File: src/rtl/output_control.sv
`default_nettype none
// +--------------------------------------------------------------------------+
// | Module      : output_control                                             |
// | Description : Output-side I/O control for a basic accumulator computer.  |
// |               Holds the output register OUTR and output flag FGO,        |
// |               serialises OUTR to a printer as an 8N1 frame (start bit,   |
// |               8 data bits LSB first, stop bit), and owns the interrupt   |
// |               enable, the SKO skip request and the interrupt request.    |
// | Revision    : 1.0 - initial release                                      |
// +--------------------------------------------------------------------------+
// | Parameters                                                               |
// |   CLKS_PER_BIT : clocks per serial bit (2..255)                          |
// | Ports                                                                    |
// |   clk    in   : clock, all state changes on the rising edge              |
// |   rst_n  in   : asynchronous active-low reset                            |
// |   p      in   : I/O instruction execute strobe (D7 & I & T3)             |
// |   b10    in   : OUT instruction bit                                      |
// |   b8     in   : SKO instruction bit                                      |
// |   b7     in   : ION instruction bit                                      |
// |   b6     in   : IOF instruction bit                                      |
// |   r      in   : interrupt-cycle flag                                     |
// |   t2     in   : timing signal T2                                         |
// |   fgi    in   : input flag from the input control block                  |
// |   ac_in  in   : AC[7:0]                                                  |
// |   outr   out  : output register                                          |
// |   fgo    out  : output flag, 1 = printer ready for a character           |
// |   ien    out  : interrupt enable                                         |
// |   skip   out  : one-cycle PC increment request                           |
// |   irq    out  : interrupt request                                        |
// |   tx     out  : serial line to the printer, idle high                    |
// +--------------------------------------------------------------------------+
module output_control #(
  parameter int CLKS_PER_BIT = 4
) (
  input  logic       clk,
  input  logic       rst_n,
  input  logic       p,
  input  logic       b10,
  input  logic       b8,
  input  logic       b7,
  input  logic       b6,
  input  logic       r,
  input  logic       t2,
  input  logic       fgi,
  input  logic [7:0] ac_in,
  output logic [7:0] outr,
  output logic       fgo,
  output logic       ien,
  output logic       skip,
  output logic       irq,
  output logic       tx
);

  localparam int CNT_W = (CLKS_PER_BIT > 2) ? $clog2(CLKS_PER_BIT) : 1;
  localparam logic [CNT_W-1:0] c_cnt_last = CNT_W'(CLKS_PER_BIT - 1);
  localparam logic [2:0]       c_idx_last = 3'd7;

  typedef enum logic [1:0] {
    ST_IDLE  = 2'd0,
    ST_START = 2'd1,
    ST_DATA  = 2'd2,
    ST_STOP  = 2'd3
  } tx_state_t;

  tx_state_t        r_state;
  tx_state_t        w_state_next;
  logic [CNT_W-1:0] r_cnt;
  logic [CNT_W-1:0] w_cnt_next;
  logic [2:0]       r_bit_idx;
  logic [2:0]       w_bit_idx_next;
  logic [2:0]       w_bit_idx_inc;
  logic             r_tx;
  logic             w_tx_next;
  logic             w_frame_done;
  logic             w_bit_end;

  logic [7:0]       r_outr;
  logic             r_fgo;
  logic             r_ien;
  logic             r_skip;
  logic             r_irq;

  logic             w_out_go;
  logic             w_sko;
  logic             w_ion;
  logic             w_iof;
  logic             w_int_entry;

  // Instruction decode. An OUT is only accepted while the printer is ready;
  // fgo=1 already implies IDLE, the state term keeps the FSM self-consistent.
  assign w_out_go    = p & b10 & r_fgo & (r_state == ST_IDLE);
  assign w_sko       = p & b8;
  assign w_ion       = p & b7;
  assign w_iof       = p & b6;
  assign w_int_entry = r & t2;

  assign w_bit_end     = (r_cnt == c_cnt_last);
  assign w_bit_idx_inc = r_bit_idx + 3'd1;

  // ------------------------------------------------------------------------
  // Transmitter state register
  // ------------------------------------------------------------------------
  always_ff @(posedge clk or negedge rst_n) begin
    if (!rst_n) begin
      r_state   <= ST_IDLE;
      r_cnt     <= '0;
      r_bit_idx <= 3'd0;
      r_tx      <= 1'b1;
    end else begin
      r_state   <= w_state_next;
      r_cnt     <= w_cnt_next;
      r_bit_idx <= w_bit_idx_next;
      r_tx      <= w_tx_next;
    end
  end

  // ------------------------------------------------------------------------
  // Transmitter next-state logic. The line value is computed for the state
  // being entered so that tx comes straight from a flop and never glitches.
  // ------------------------------------------------------------------------
  always_comb begin
    w_state_next   = r_state;
    w_cnt_next     = r_cnt;
    w_bit_idx_next = r_bit_idx;
    w_tx_next      = r_tx;
    w_frame_done   = 1'b0;

    case (r_state)
      ST_IDLE: begin
        w_tx_next      = 1'b1;
        w_cnt_next     = '0;
        w_bit_idx_next = 3'd0;
        if (w_out_go) begin
          w_state_next = ST_START;
          w_tx_next    = 1'b0;
        end
      end

      ST_START: begin
        if (w_bit_end) begin
          w_state_next   = ST_DATA;
          w_cnt_next     = '0;
          w_bit_idx_next = 3'd0;
          w_tx_next      = r_outr[0];
        end else begin
          w_cnt_next = r_cnt + CNT_W'(1);
        end
      end

      ST_DATA: begin
        if (w_bit_end) begin
          w_cnt_next = '0;
          if (r_bit_idx == c_idx_last) begin
            w_state_next = ST_STOP;
            w_tx_next    = 1'b1;
          end else begin
            w_bit_idx_next = w_bit_idx_inc;
            w_tx_next      = r_outr[w_bit_idx_inc];
          end
        end else begin
          w_cnt_next = r_cnt + CNT_W'(1);
        end
      end

      ST_STOP: begin
        w_tx_next = 1'b1;
        if (w_bit_end) begin
          w_state_next = ST_IDLE;
          w_cnt_next   = '0;
          w_frame_done = 1'b1;
        end else begin
          w_cnt_next = r_cnt + CNT_W'(1);
        end
      end

      default: begin
        w_state_next   = ST_IDLE;
        w_cnt_next     = '0;
        w_bit_idx_next = 3'd0;
        w_tx_next      = 1'b1;
      end
    endcase
  end

  // ------------------------------------------------------------------------
  // Output register and output flag. fgo drops on the OUT edge and rises on
  // the edge that ends the last stop-bit cycle.
  // ------------------------------------------------------------------------
  always_ff @(posedge clk or negedge rst_n) begin
    if (!rst_n) begin
      r_outr <= 8'h00;
      r_fgo  <= 1'b1;
    end else begin
      if (w_out_go) begin
        r_outr <= ac_in;
        r_fgo  <= 1'b0;
      end else if (w_frame_done) begin
        r_fgo <= 1'b1;
      end
    end
  end

  // ------------------------------------------------------------------------
  // Interrupt enable, skip and interrupt request. Clearing sources (IOF and
  // interrupt-cycle entry) take priority over ION.
  // ------------------------------------------------------------------------
  always_ff @(posedge clk or negedge rst_n) begin
    if (!rst_n) begin
      r_ien  <= 1'b0;
      r_skip <= 1'b0;
      r_irq  <= 1'b0;
    end else begin
      if (w_int_entry || w_iof) begin
        r_ien <= 1'b0;
      end else if (w_ion) begin
        r_ien <= 1'b1;
      end
      r_skip <= w_sko & r_fgo;
      r_irq  <= r_ien & (fgi | r_fgo) & ~r;
    end
  end

  assign outr = r_outr;
  assign fgo  = r_fgo;
  assign ien  = r_ien;
  assign skip = r_skip;
  assign irq  = r_irq;
  assign tx   = r_tx;

endmodule
`default_nettype wire

File: config.mk
export PLATFORM = sky130hd
export DESIGN_NAME = output_control
export DESIGN_NICKNAME = d
export VERILOG_FILES = /design/src/rtl/output_control.sv
export SDC_FILE = /design/constraint.sdc
export NUM_CORES = 1
export LEC_CHECK = 0
export ABC_AREA = 1
export BUFFER_PORTS_ARGS = -buffer_cell sky130_fd_sc_hd__buf_2
export CAP_MARGIN = 20
export CORE_MARGIN = 2
export CORE_UTILIZATION = 52
export CTS_BUF_LIST = sky130_fd_sc_hd__clkbuf_4
export CTS_CLUSTER_DIAMETER = 100
export DETAILED_ROUTE_END_ITERATION = 8
export GPL_ROUTABILITY_DRIVEN = 0
export PLACE_DENSITY = 0.9
export SLEW_MARGIN = 20
export SYNTH_ARGS = -nofsm -noshare
export SYNTH_HDL_FRONTEND = slang
export SYNTH_SLANG_ARGS = --single-unit
export TNS_END_PERCENT = 10
File: constraint.sdc
create_clock -name clk -period 1.5 [get_ports clk]
set_input_delay 0 -clock clk [delete_from_list [all_inputs] [get_ports clk]]
set_output_delay 0 -clock clk [all_outputs]
set_load 0.005 [all_outputs]
* Word level (Yosys, flattened, before mapping)
Index checks and enable logic that the tools add are counted.
** Storage, ports and cells
- Register bits :: 20
- Output and inout bits :: 13
** Cells by class
- Add/subtract/negate cells :: 2
- Magnitude comparators :: 1
- Equality and inequality tests :: 11
- Mux-type cells :: 25
- Bitwise logic cells :: 12
- Reduce and logical (&&, ||, !) cells :: 9
** Operator list (number)
- two-way mux 2 bit :: 6
- inequality test 2 bit (second input constant) :: 6
- two-way mux 1 bit :: 11
- bitwise AND 1 bit :: 10
- two-way mux 3 bit :: 3
- case mux 3 bit (3 select lines) :: 1
- case mux 2 bit (4 select lines) :: 1
- equality test 2 bit (second input constant) :: 3
- AND reduction 5 bit :: 1
- < comparator 3 x 4 -> 1 bit (second input constant) :: 1
- case mux 1 bit (4 select lines) :: 1
- case mux 2 bit (2 select lines) :: 1
- AND reduction 4 bit :: 1
- nonzero test 2 bit :: 2
- adder 3 x 1 -> 3 bit (second input constant) :: 1
- binary-select mux 1 bit (select 3 bit) :: 1
- equality test 3 bit (second input constant) :: 1
- nonzero test 3 bit :: 1
- OR reduction 3 bit :: 1
- adder 2 x 1 -> 2 bit (second input constant) :: 1
- equality test 2 x 1 -> 1 bit (second input constant) :: 1
- logical NOT 2 bit :: 1
- AND reduction 2 bit :: 1
- logical OR 1 bit :: 1
- 2 further kinds :: 2

* Longest topological paths before layout
- Depth in word-level cells :: 6
- Gate-level depth with buffers :: 8

* Worst setup path after synthesis
Ideal clock, no wire load.
- Kind :: flip-flop to flip-flop
- Start point :: register r_state[0]
- End point :: register r_state[0]
- Arrival time :: 1211 ps
- Data required time :: 1376 ps
- Setup slack :: 165 ps
- Cell stages (with the launch flop) :: 7
- Buffers on the path :: 0
- Clock period less this slack :: 1335 ps
- Path through :: dfrtp_1 > inv_1 > ha_1 > o21ai_2 > nand4_2 > nor3_1 > a21oi_1
** On the way
- Word-level cells in the longest chain between the ends :: 4
- Elaborated cells between the ends (all ways) :: 12
- Classes of those cells :: eq/ne: 8; mux: 1; bitwise: 1; reduce/logical: 2
** RTL lines
- from (decl) :: line 65 : tx_state_t r_state;
- from (signal assigned) :: line 110 : r_state <= w_state_next;
- logical NOT 2 bit :: line 91, 128
- bitwise AND 1 bit :: line 91 : assign w_out_go = p & b10 & r_fgo & (r_state == ST_IDLE);
- inequality test 2 bit (no source line)
- AND reduction 5 bit (no source line)
Several ways; a longest one is shown, not always the timed one.
A chain may end at the register's enable or synchronous reset.

* Worst setup path in the final report
- Start point :: register r_state[1]
- End point :: register r_state[0]
The elaborated chain is that of the path after synthesis.

==> results.py <==
metrics = {
    "synthesis": {
        "synthAdderAreaFrac": 0.0976,
        "avgSynthCellArea_um2": 8.69,
        "seq_area_frac_synth": 0.490,
        "synthArstFlopShare": 1.00,
        "synth_top_family_by_area": "simple AND/OR/NAND/NOR gates",
        "synth-main-ff-cell": "dfrtp_1",
        "post-synth-top-area-fraction": 0.439,
        "synth-edff-count": 0,
        "synth.area.top_cells": "dfrtp_1, nand2_1, ha_1, inv_1, o21ai_0",
        "syn_area_um2": 1030,
        "yosysWarnings": 0,
        "synth-seq-cells": 20,
        "synthCells": 118,
        "synth_compound_area_frac": 0.109,
        "synth_xor_area_frac": 0,
        "synthMuxAreaShare": 0,
        "synth_top_cells_by_count": "nand2_1, dfrtp_1, inv_1, o21ai_0, nand3_1",
        "ys_types": 19,
        "synth_most_common_cell": "nand2_1",
        "synth-simple-area-share": 0.223,
        "synth_largest_area_cell": "dfrtp_1",
        "syn_nets": 144,
    },
    "sta": {
        "hold_viol": 0,
        "setup_slack_ns": 0.0764,
        "skew_ns": 0.00633,
        "period_share": 0.949,
        "fmax_mhz": 702,
        "period_needed_ns": 1.42,
        "rsz0062_at_grt": "no",
        "slew_headroom": 0.715,
        "slew_viol_final": 0,
        "setup_viol": 0,
        "worst_slew_pin_slew_ns": 0.428,
    },
    "global_routing": {
        "grt_use_total": 0.261,
        "use_met2": 0.461,
        "grtUsageMet3": 0.0340,
        "busiest_layer": "met2",
        "grt_pass1_vias": 1073,
        "grt_max_degree": 21,
        "antenna_found_initial": 0,
        "use_met1": 0.295,
        "grt_pass1_wl_um": 4640,
        "grt_overflow": 0,
    },
    "power_and_ir_drop": {
        "power.total_mw": 2.74,
        "p_leak_nw": 0.751,
        "vdd_drop_max_uv": 1190,
        "powerDensity_nw_per_um2": 1900,
    },
    "clock_tree": {
        "cts_tree": "done",
        "clkSinkCount": 20,
        "clkSlewWorstSetupHoldPaths_ns": 0.11,
        "clockBufferDepth": 2,
        "numCtsBuffers": 3,
        "htreeDepth": 1,
        "cts_root_buf": "clkbuf_4",
        "clkLatencyLatePin_ns": 0.31,
    },
    "drt": {
        "routed_wl_um": 2840,
        "drtIter0Drc": 40,
        "final_antenna_net_count": 0,
        "dr.pass1.iters": 6,
        "drc": 1,
        "routedWlPerCell_um": 14.4,
        "via_count": 1070,
        "via_per_inst": 5.40,
    },
    "floorplanning": {
        "die_width_um": 48.4,
        "die_area_um2": 2340,
        "start_util": 0.539,
        "row_count": 16,
        "ios": 31,
        "core_um2": 1900,
        "fp.dieH_um": 48.4,
    },
    "finish": {
        "area_delta_synth_final_pct": 40.9,
        "layout.area.seq_um2": 503,
        "diodes": 0,
        "final_layout_size_suffix_gt1_frac": 0.287,
        "multi_input_area_um2": 460,
        "num-fill-cells": 106,
        "nets": 198,
    },
    "worst_setup_path": {
        "crit_required_ns": 1.71,
        "rrSetupSlack_ns": 0.08,
        "crit_path_start_kind": "flip-flop",
        "worstPathMaxFanout": 7,
        "r2r_end": "r_state[0]$_DFFE_PN0P_",
        "crit_type": "flip-flop to flip-flop",
        "r2r-start": "r_state[1]$_DFFE_PN0P_",
        "crit_arrival_ns": 1.63,
        "r2r_cells": 6,
        "endpoint_kind": "flip-flop",
    },
    "run_status": {
        "outcome": "complete, but fails checks",
        "violations": "DRC",
    },
    "place": {
        "dp_hpwl_um": 1730,
        "pre_cts_ws_ns": -0.00136,
        "portBuffers": 30,
    },
    "worst_hold_path": {
        "hold_class": "primary input to async pin",
    },
    "flow_run": {
        "drv_cap": 0,
    },
}
-- report_power, final --
| part | internal, mW | switching, mW |
|---|---|---|
| Sequential | 0.801 | 0.157 |
| Clock | 0.0974 | 0.167 |
| Combinational | 0.647 | 0.874 |
-- layout make-up --
| class | count | share of cell area |
|---|---|---|
| tap | 27 | 0.0234 |
| clock inverter | 1 | 0.00260 |
| multi-input combinational | 78 | 0.319 |
| timing repair buffer | 50 | 0.242 |
| clock buffer | 3 | 0.0156 |
| inverter | 19 | 0.0494 |
| sequential | 20 | 0.348 |
-- cells by family (layout without fill, tap and decap cells) --
group	after synthesis	after routing
compound gates	20	20
buf+inv	20	73
flops	20	20
simple gates	50	50
fa+ha+maj	8	8
-- how the worst max path moves through the flow --
| stage | from | depth (start not counted) | endpoint | slack, ns |
|---|---|---|---|---|
| 2_1_floorplan | r_state[0]$_DFFE_PN0P_ | 6 | r_state[0]$_DFFE_PN0P_ | 0.16 |
| 6_report | r_state[1]$_DFFE_PN0P_ | 6 | r_state[0]$_DFFE_PN0P_ | 0.08 |
| 3_5_place_dp | r_state[0]$_DFFE_PN0P_ | 6 | r_state[0]$_DFFE_PN0P_ | -0.001 |
| 4_1_cts | r_state[0]$_DFFE_PN0P_ | 6 | r_state[0]$_DFFE_PN0P_ | 0.04 |
| 5_1_grt | r_state[1]$_DFFE_PN0P_ | 6 | r_state[0]$_DFFE_PN0P_ | 0.007 |
| 3_3_place_gp | r_state[0]$_DFFE_PN0P_ | 6 | r_state[0]$_DFFE_PN0P_ | 0.10 |
-- cell usage in the layout, fill, tap and decap left out, types with 6 or more instances in the layout --
cell / netlist / layout
a21oi_1: 6 / 6
o21ai_0: 11 / 11
nand3_1: 9 / 9
buf_2: 0 / 30
inv_1: 18 / 17
nand2_1: 28 / 28
ha_1: 8 / 7
nor2_1: 6 / 6
dfrtp_1: 18 / 18
dlygate4sd3_1: 0 / 15
-- flip-flops by register name, summed over array words and instances (netlist names) --
signal     flops
tx             1
skip           1
fgo            1
r_cnt          2
outr           8
irq            1
r_state        2
r_bit_idx      3
ien            1
-- per-stage QoR --
step	util	instances	hold WS, ns	instance area [um2]	TNS (ns)
after floorplan	-	118	-0.296	1030	0
after global placement	0.645	176	-0.0430	1230	0
after detailed placement	0.645	176	-0.0317	1230	-0.00136
after CTS	0.743	196	0.138	1410	0
after global routing	0.760	198	0.154	1450	0
final	0.760	198	0.144	1450	0
-- routing by layer --
metal  vias up  routed length [um]
li1        486                   -
met4         0                 140
met2        70                1440
met1       499                1090
met5         -                   0
met3        15                 171
-- repair_timing --
item,in CTS,in global routing
endpoints found under the setup margin,2,7
hold buffers,15,0
gates resized for setup,1,3
cloned,0,0
setup buffers,1,2
endpoints found under the hold margin,31,0
pin swaps,1,0
-- worst max-delay path, stage by stage, from the launching register on --
cell and delay, ns:
dfrtp_1 0.42, buf_4 0.15, ha_4 0.18, o21ai_4 0.19, nand4_2 0.15, nor3_1 0.17
a21oi_1 0.06
Note: power is estimated with default switching activity, not from simulation.
